## src/rtl/arm_pkg.sv

```systemverilog
// Shared ARM pipeline definitions: MEM-stage sequencer states, default SRAM
// timing/mapping constants and the EXE_CMD encodings emitted by decode.
package arm_pkg;

    // MEM-stage SRAM sequencer states
    typedef enum logic [1:0] {
        ST_IDLE   = 2'd0,
        ST_ACCESS = 2'd1,
        ST_DONE   = 2'd2
    } sram_state_e;

    // Byte address mapped to SRAM word 0, and SRAM cycles per transfer
    localparam int unsigned DEF_BASE_ADDR   = 1024;
    localparam int unsigned DEF_WAIT_CYCLES = 4;

    // EXE_CMD encodings (ALU operation selected by the decoder)
    localparam logic [3:0] EXE_MOV = 4'b0001;
    localparam logic [3:0] EXE_MVN = 4'b1001;
    localparam logic [3:0] EXE_ADD = 4'b0010;
    localparam logic [3:0] EXE_ADC = 4'b0011;
    localparam logic [3:0] EXE_SUB = 4'b0100;
    localparam logic [3:0] EXE_SBC = 4'b0101;
    localparam logic [3:0] EXE_AND = 4'b0110;
    localparam logic [3:0] EXE_ORR = 4'b0111;
    localparam logic [3:0] EXE_EOR = 4'b1000;
    localparam logic [3:0] EXE_CMP = 4'b0100;
    localparam logic [3:0] EXE_TST = 4'b0110;
    localparam logic [3:0] EXE_LDR = 4'b0010;  // address = Rn + offset
    localparam logic [3:0] EXE_STR = 4'b0010;

endpackage

```

## src/rtl/sram_wait_timer.sv

```systemverilog
// Loadable down-counter with a zero flag; times the SRAM wait states.
module sram_wait_timer #(
    parameter int W = 3
) (
    input  logic         clk,
    input  logic         rst,
    input  logic         load,
    input  logic [W-1:0] load_val,
    input  logic         dec,
    output logic         zero
);

    logic [W-1:0] cnt_q, cnt_d;

    // Load has priority; decrement stops at zero
    always_comb begin
        cnt_d = cnt_q;
        if (load)
            cnt_d = load_val;
        else if (dec && (cnt_q != '0))
            cnt_d = cnt_q - 1'b1;
    end

    // Counter register
    always_ff @(posedge clk or posedge rst) begin
        if (rst) cnt_q <= '0;
        else     cnt_q <= cnt_d;
    end

    assign zero = (cnt_q == '0);

endmodule

```

## src/rtl/sram_controller.sv

```systemverilog
// MEM-stage SRAM access sequencer: maps the ALU byte address onto the SRAM
// word address, drives the strobes for a fixed number of wait states and
// holds ready low so the pipeline freezes until the access completes.
// Optional: define SRAM_STALL_CNT_EN to add a saturating stall-cycle counter.
module sram_controller
    import arm_pkg::*;
#(
    parameter int DATA_W      = 32,
    parameter int MEM_ADDR_W  = 16,
    parameter int BASE_ADDR   = DEF_BASE_ADDR,
    parameter int WAIT_CYCLES = DEF_WAIT_CYCLES
) (
    input  logic                  clk,
    input  logic                  rst,
    input  logic                  mem_r_en,
    input  logic                  mem_w_en,
    input  logic [31:0]           addr,
    input  logic [DATA_W-1:0]     wdata,
    output logic [DATA_W-1:0]     rdata,
    output logic                  ready,
    output logic [MEM_ADDR_W-1:0] sram_addr,
    output logic [DATA_W-1:0]     sram_wdata,
    input  logic [DATA_W-1:0]     sram_rdata,
    output logic                  sram_we_n,
    output logic                  sram_oe_n
`ifdef SRAM_STALL_CNT_EN
    ,
    output logic [31:0]           stall_cnt
`endif
);

    localparam int TW = $clog2(WAIT_CYCLES + 1);

    sram_state_e           state_q, state_d;
    logic                  op_wr_q, op_wr_d;
    logic [DATA_W-1:0]     rdata_q, rdata_d;
    logic [MEM_ADDR_W-1:0] sram_addr_q, sram_addr_d;
    logic [DATA_W-1:0]     sram_wdata_q, sram_wdata_d;

    logic        req;
    logic        tmr_load, tmr_dec, tmr_zero;
    logic [31:0] addr_off;
    logic        unused_addr_bits;

    assign req = mem_r_en | mem_w_en;

    // Offset from the SRAM window; below-base addresses wrap naturally
    assign addr_off         = addr - 32'(BASE_ADDR);
    assign unused_addr_bits = ^{addr_off[31:MEM_ADDR_W+2], addr_off[1:0]};

    sram_wait_timer #(.W(TW)) u_timer (
        .clk      (clk),
        .rst      (rst),
        .load     (tmr_load),
        .load_val (TW'(WAIT_CYCLES - 1)),
        .dec      (tmr_dec),
        .zero     (tmr_zero)
    );

    // State register
    always_ff @(posedge clk or posedge rst) begin
        if (rst) state_q <= ST_IDLE;
        else     state_q <= state_d;
    end

    // Next state: DONE always returns to IDLE, inputs there are stale
    always_comb begin
        state_d = state_q;
        case (state_q)
            ST_IDLE:   if (req)      state_d = ST_ACCESS;
            ST_ACCESS: if (tmr_zero) state_d = ST_DONE;
            ST_DONE:                 state_d = ST_IDLE;
            default:                 state_d = ST_IDLE;
        endcase
    end

    // Outputs: strobes decode from state so reset drops them immediately
    always_comb begin
        ready     = 1'b1;
        sram_we_n = 1'b1;
        sram_oe_n = 1'b1;
        tmr_load  = 1'b0;
        tmr_dec   = 1'b0;
        case (state_q)
            ST_IDLE: begin
                ready    = ~req;
                tmr_load = req;
            end
            ST_ACCESS: begin
                ready     = 1'b0;
                sram_we_n = ~op_wr_q;
                sram_oe_n = op_wr_q;
                tmr_dec   = 1'b1;
            end
            default: ;
        endcase
    end

    // Datapath next values: capture request in IDLE, load result at end of read
    always_comb begin
        op_wr_d      = op_wr_q;
        rdata_d      = rdata_q;
        sram_addr_d  = sram_addr_q;
        sram_wdata_d = sram_wdata_q;
        if (state_q == ST_IDLE && req) begin
            op_wr_d      = mem_w_en;  // write wins over a simultaneous read
            sram_addr_d  = addr_off[MEM_ADDR_W+1:2];
            sram_wdata_d = wdata;
        end
        if (state_q == ST_ACCESS && tmr_zero && !op_wr_q)
            rdata_d = sram_rdata;
    end

    // Datapath registers
    always_ff @(posedge clk or posedge rst) begin
        if (rst) begin
            op_wr_q      <= 1'b0;
            rdata_q      <= '0;
            sram_addr_q  <= '0;
            sram_wdata_q <= '0;
        end else begin
            op_wr_q      <= op_wr_d;
            rdata_q      <= rdata_d;
            sram_addr_q  <= sram_addr_d;
            sram_wdata_q <= sram_wdata_d;
        end
    end

    assign rdata      = rdata_q;
    assign sram_addr  = sram_addr_q;
    assign sram_wdata = sram_wdata_q;

`ifdef SRAM_STALL_CNT_EN
    logic [31:0] stall_cnt_q, stall_cnt_d;

    // Count frozen cycles, saturating at all-ones
    always_comb begin
        stall_cnt_d = stall_cnt_q;
        if (!ready && (stall_cnt_q != '1))
            stall_cnt_d = stall_cnt_q + 32'd1;
    end

    // Stall counter register
    always_ff @(posedge clk or posedge rst) begin
        if (rst) stall_cnt_q <= '0;
        else     stall_cnt_q <= stall_cnt_d;
    end

    assign stall_cnt = stall_cnt_q;
`endif

endmodule
```

## config.mk

```make
export PLATFORM = sky130hd
export DESIGN_NAME = sram_controller
export DESIGN_NICKNAME = d
export VERILOG_FILES = /design/src/rtl/arm_pkg.sv /design/src/rtl/sram_wait_timer.sv /design/src/rtl/sram_controller.sv
export SDC_FILE = /design/constraint.sdc
export NUM_CORES = 1
export LEC_CHECK = 0
export CORE_UTILIZATION = 39
export DETAILED_ROUTE_END_ITERATION = 6
export GPL_ROUTABILITY_DRIVEN = 1
export PLACE_DENSITY = 0.88
export RECOVER_POWER = 100
export SYNTH_ARGS = -nofsm -noshare
export SYNTH_HDL_FRONTEND = slang
export SYNTH_HIERARCHICAL = 1
export SYNTH_SLANG_ARGS = --single-unit
export TNS_END_PERCENT = 10
```

## constraint.sdc

```tcl
create_clock -name clk -period 3.2 [get_ports clk]
set_input_delay 0.32 -clock clk [delete_from_list [all_inputs] [get_ports clk]]
set_output_delay 0.32 -clock clk [all_outputs]
set_load 0.05 [all_outputs]
```

==> results.yml <==
synthesis:
  syn_avg_cell_area_um2: 15.2
  synth_top_cell_area_share_pct: 61.7
  synth_edf_count: 0
  ys.flop_type: "dfrtp_1"
  synth_cell_types: 33
  synthTopCellsByArea: "dfrtp_1 62%, mux2_2 23%, buf_6 1.6%"
  synthCells: 230
  synth_area_um2: 3490
  synth_top_area_cell: "dfrtp_1"
  yosysWarningCount: 6
  ys_ff_latch: 86
  async_flop_share_pct: 100
  synth_seq_area_share_pct: 61.7
global_routing:
  grt_use_met3_pct: 7.04
  grt_antenna_before_repair: 0
  gr-max-usage-layer: "met2"
  gr-usage-all-layers_pct: 17.2
  gr-usage-met2_pct: 28.1
  gr-usage-met1_pct: 19.7
  grt_start_max_net_pins: 58
  grt_first_pass_wirelength_um: 11900
  grt_remaining_overflow: 0
  grt_pass1_vias: 2527
die:
  start_util_pct: 40.2
  fp.dieW_um: 96.5
  die_h_um: 96.5
  pin_count: 183
  dieArea_um2: 9320
  core-area_um2: 8680
  rows: 34
detailed_routing:
  wl_per_cell_um: 15.5
  via_count: 2508
  drtAntennaViolNets: 0
  routed_wl_um: 7930
  drc: 0
  drt_iter0_drc: 54
  post_drt_via_cell_ratio: 4.91
  dr.pass1.iters: 4
power_and_ir_drop:
  switching_share_pct: 48.8
  seq_power_share_pct: 28.3
  p_switching_mw: 3.30
  p_int_mw: 3.46
  leakage_nw: 2.25
  combPwrFrac_pct: 60.2
  p_clk_share_pct: 11.5
  vdd_drop_max_mv: 0.643
  powerDensity_nw_per_um2: 1250
setup_path:
  rrSetupSlack_ps: 920
  worstSetupPathType: "in2out"
  worstPathArrival_ps: 2160
  cp.required_ps: 2880
  cp_max_fo: 8
  worstSetupEndpointType: "primary output"
  crit_path_start_kind: "input port"
cts:
  cts-resized-gates: 0
  clk_path_buf_depth: 2
  hold_buffers: 0
  insertion_delay_ps: 350
  cts_tree: "yes"
  cts.sinks: 86
  clock-root-buffer: "clkbuf_8"
  cts_setup_buffers: 0
  numCtsBuffers: 9
  clk_pin_slew_ps: 90
  htree_levels: 3
job:
  drv_cap: 1
status:
  status: "complete, but fails checks"
  violations: "capacitance limit, slew limit"
timing:
  finalHoldViolations: 0
  setup_tns_ps: 0
  holdWs_ps: 320
  tightest_slew_ps: 1800
  max_freq_mhz: 403
  slew_headroom_pct: -20.9
  finalClockSkew_ps: 13.2
  finalMaxSlewViolations: 40
  rsz0062_at_grt: "no"
  period_minus_slack_ps: 2480
  setup_viol: 0
  timing.final.crit_share_pct: 77.6
cells_and_area:
  n_fill_cell: 690
  final_common_cell: "dfrtp_1"
  layout_common_cells: "86 x dfrtp_1, 84 x dlygate4sd3_1, 82 x clkdlybuf4s50_1, 70 x mux2_2"
  final_nets: 501
  syn2layout_area_growth_pct: 55.1
  drive_above_1_share_pct: 23.1
  diodes: 0
min_path:
  worstHoldPathType: "in2async"
place:
  port_buffers: 166
  hpwl_um: 5900
  gp_congestion: 0.728
==> synthesized netlist by cell type (all sizes together), types with 2 or more instances <==
| master | number |
|---|---|
| dfrtp | 86 |
| mux2 | 74 |
| buf | 11 |
| a21oi | 10 |
| inv | 7 |
| a221o | 3 |
| a31oi | 3 |
| ha | 3 |
| nor2b | 3 |
| nor4b | 3 |
| or4 | 3 |
| xnor2 | 3 |
| and2 | 2 |
| conb | 2 |
| nand2 | 2 |
| nand2b | 2 |
| o31ai | 2 |
| or3 | 2 |
==> through the flow <==
stage	total power [mW]	cells	area (um^2)	setup slack [ps]	utilization, %
global route	7.12	511	5410	636	62.3
CTS	7.09	511	5420	766	62.5
detailed placement	6.28	495	5220	748	60.1
floorplan	4.89	231	3490	743	-
finish	6.76	511	5410	716	62.3
global placement	6.17	495	5220	786	60.1
==> registers in the layout, summed over array words and instances (netlist names) <==
| name | cells |
|---|---|
| rdata | 32 |
| sram_wdata | 32 |
| sram_addr | 16 |
| u_timer/cnt_q | 3 |
| state_q | 2 |
| op_wr_q | 1 |
==> worst paths after layout <==
kind,startpoint,depth (start not counted),to
worst max-delay path,mem_w_en,4,ready
worst min-delay path,rst,2,u_timer/cnt_q[2]
worst max register to register,state_q[1],4,u_timer/cnt_q[0]
worst min register to register,rdata[23],1,rdata[23]
max in group asynchronous,rst,3,sram_addr[3]
min in group clk,rdata[23],1,rdata[23]
==> power groups by stage <==
stage          Sequential [mW]  Clock, mW  Combinational [mW]
6_report                  1.91      0.780                4.07
5_1_grt                   2.00      0.858                4.27
4_1_cts                   1.95      0.814                4.32
3_5_place_dp              1.97          0                4.31
3_3_place_gp              1.92          0                4.24
2_1_floorplan             3.75          0                1.14
==> layer usage <==
| layer | share of wire, % | up-vias | wire length, um |
|---|---|---|---|
| met5 | 0 | - | 0 |
| met4 | 2.2 | 0 | 176 |
| met3 | 11 | 16 | 857 |
| met2 | 48 | 124 | 3840 |
| met1 | 39 | 1212 | 3060 |
| li1 | - | 1156 | - |
==> logic make-up (layout without fill, tap and decap cells) <==
family	after synthesis	in the layout	share of synthesized area, %
flip-flops	86	86	61.7
multiplexers	74	74	24.2
AND/OR/NAND/NOR	22	22	4.52
AO/OA/AOI/OAI	21	21	3.88
buffers and inverters	19	191	3.59
adder cells (fa/ha/maj)	3	3	1.08
XOR/XNOR	3	3	0.754
other	2	3	0.215
==> worst max-delay path, cell delays in order <==
cell and delay [ps]:
clkdlybuf4s50_1 410, or2_1 340, o21bai_1 200, dlygate4sd3_1 890
==> cell type report <==
| cell class | instances | area (um^2) | area share, % |
|---|---|---|---|
| multi-input cells | 126 | 1200 | 22.2 |
| repair buffers | 168 | 1690 | 31.2 |
| clock buffers | 10 | 138 | 2.55 |
| flip-flops and latches | 86 | 2150 | 39.8 |
| well taps | 108 | 135 | 2.50 |
| clock inverters | 6 | 70.1 | 1.30 |
| inverters | 7 | 27.5 | 0.509 |
Note: power is estimated with default switching activity, not from simulation.
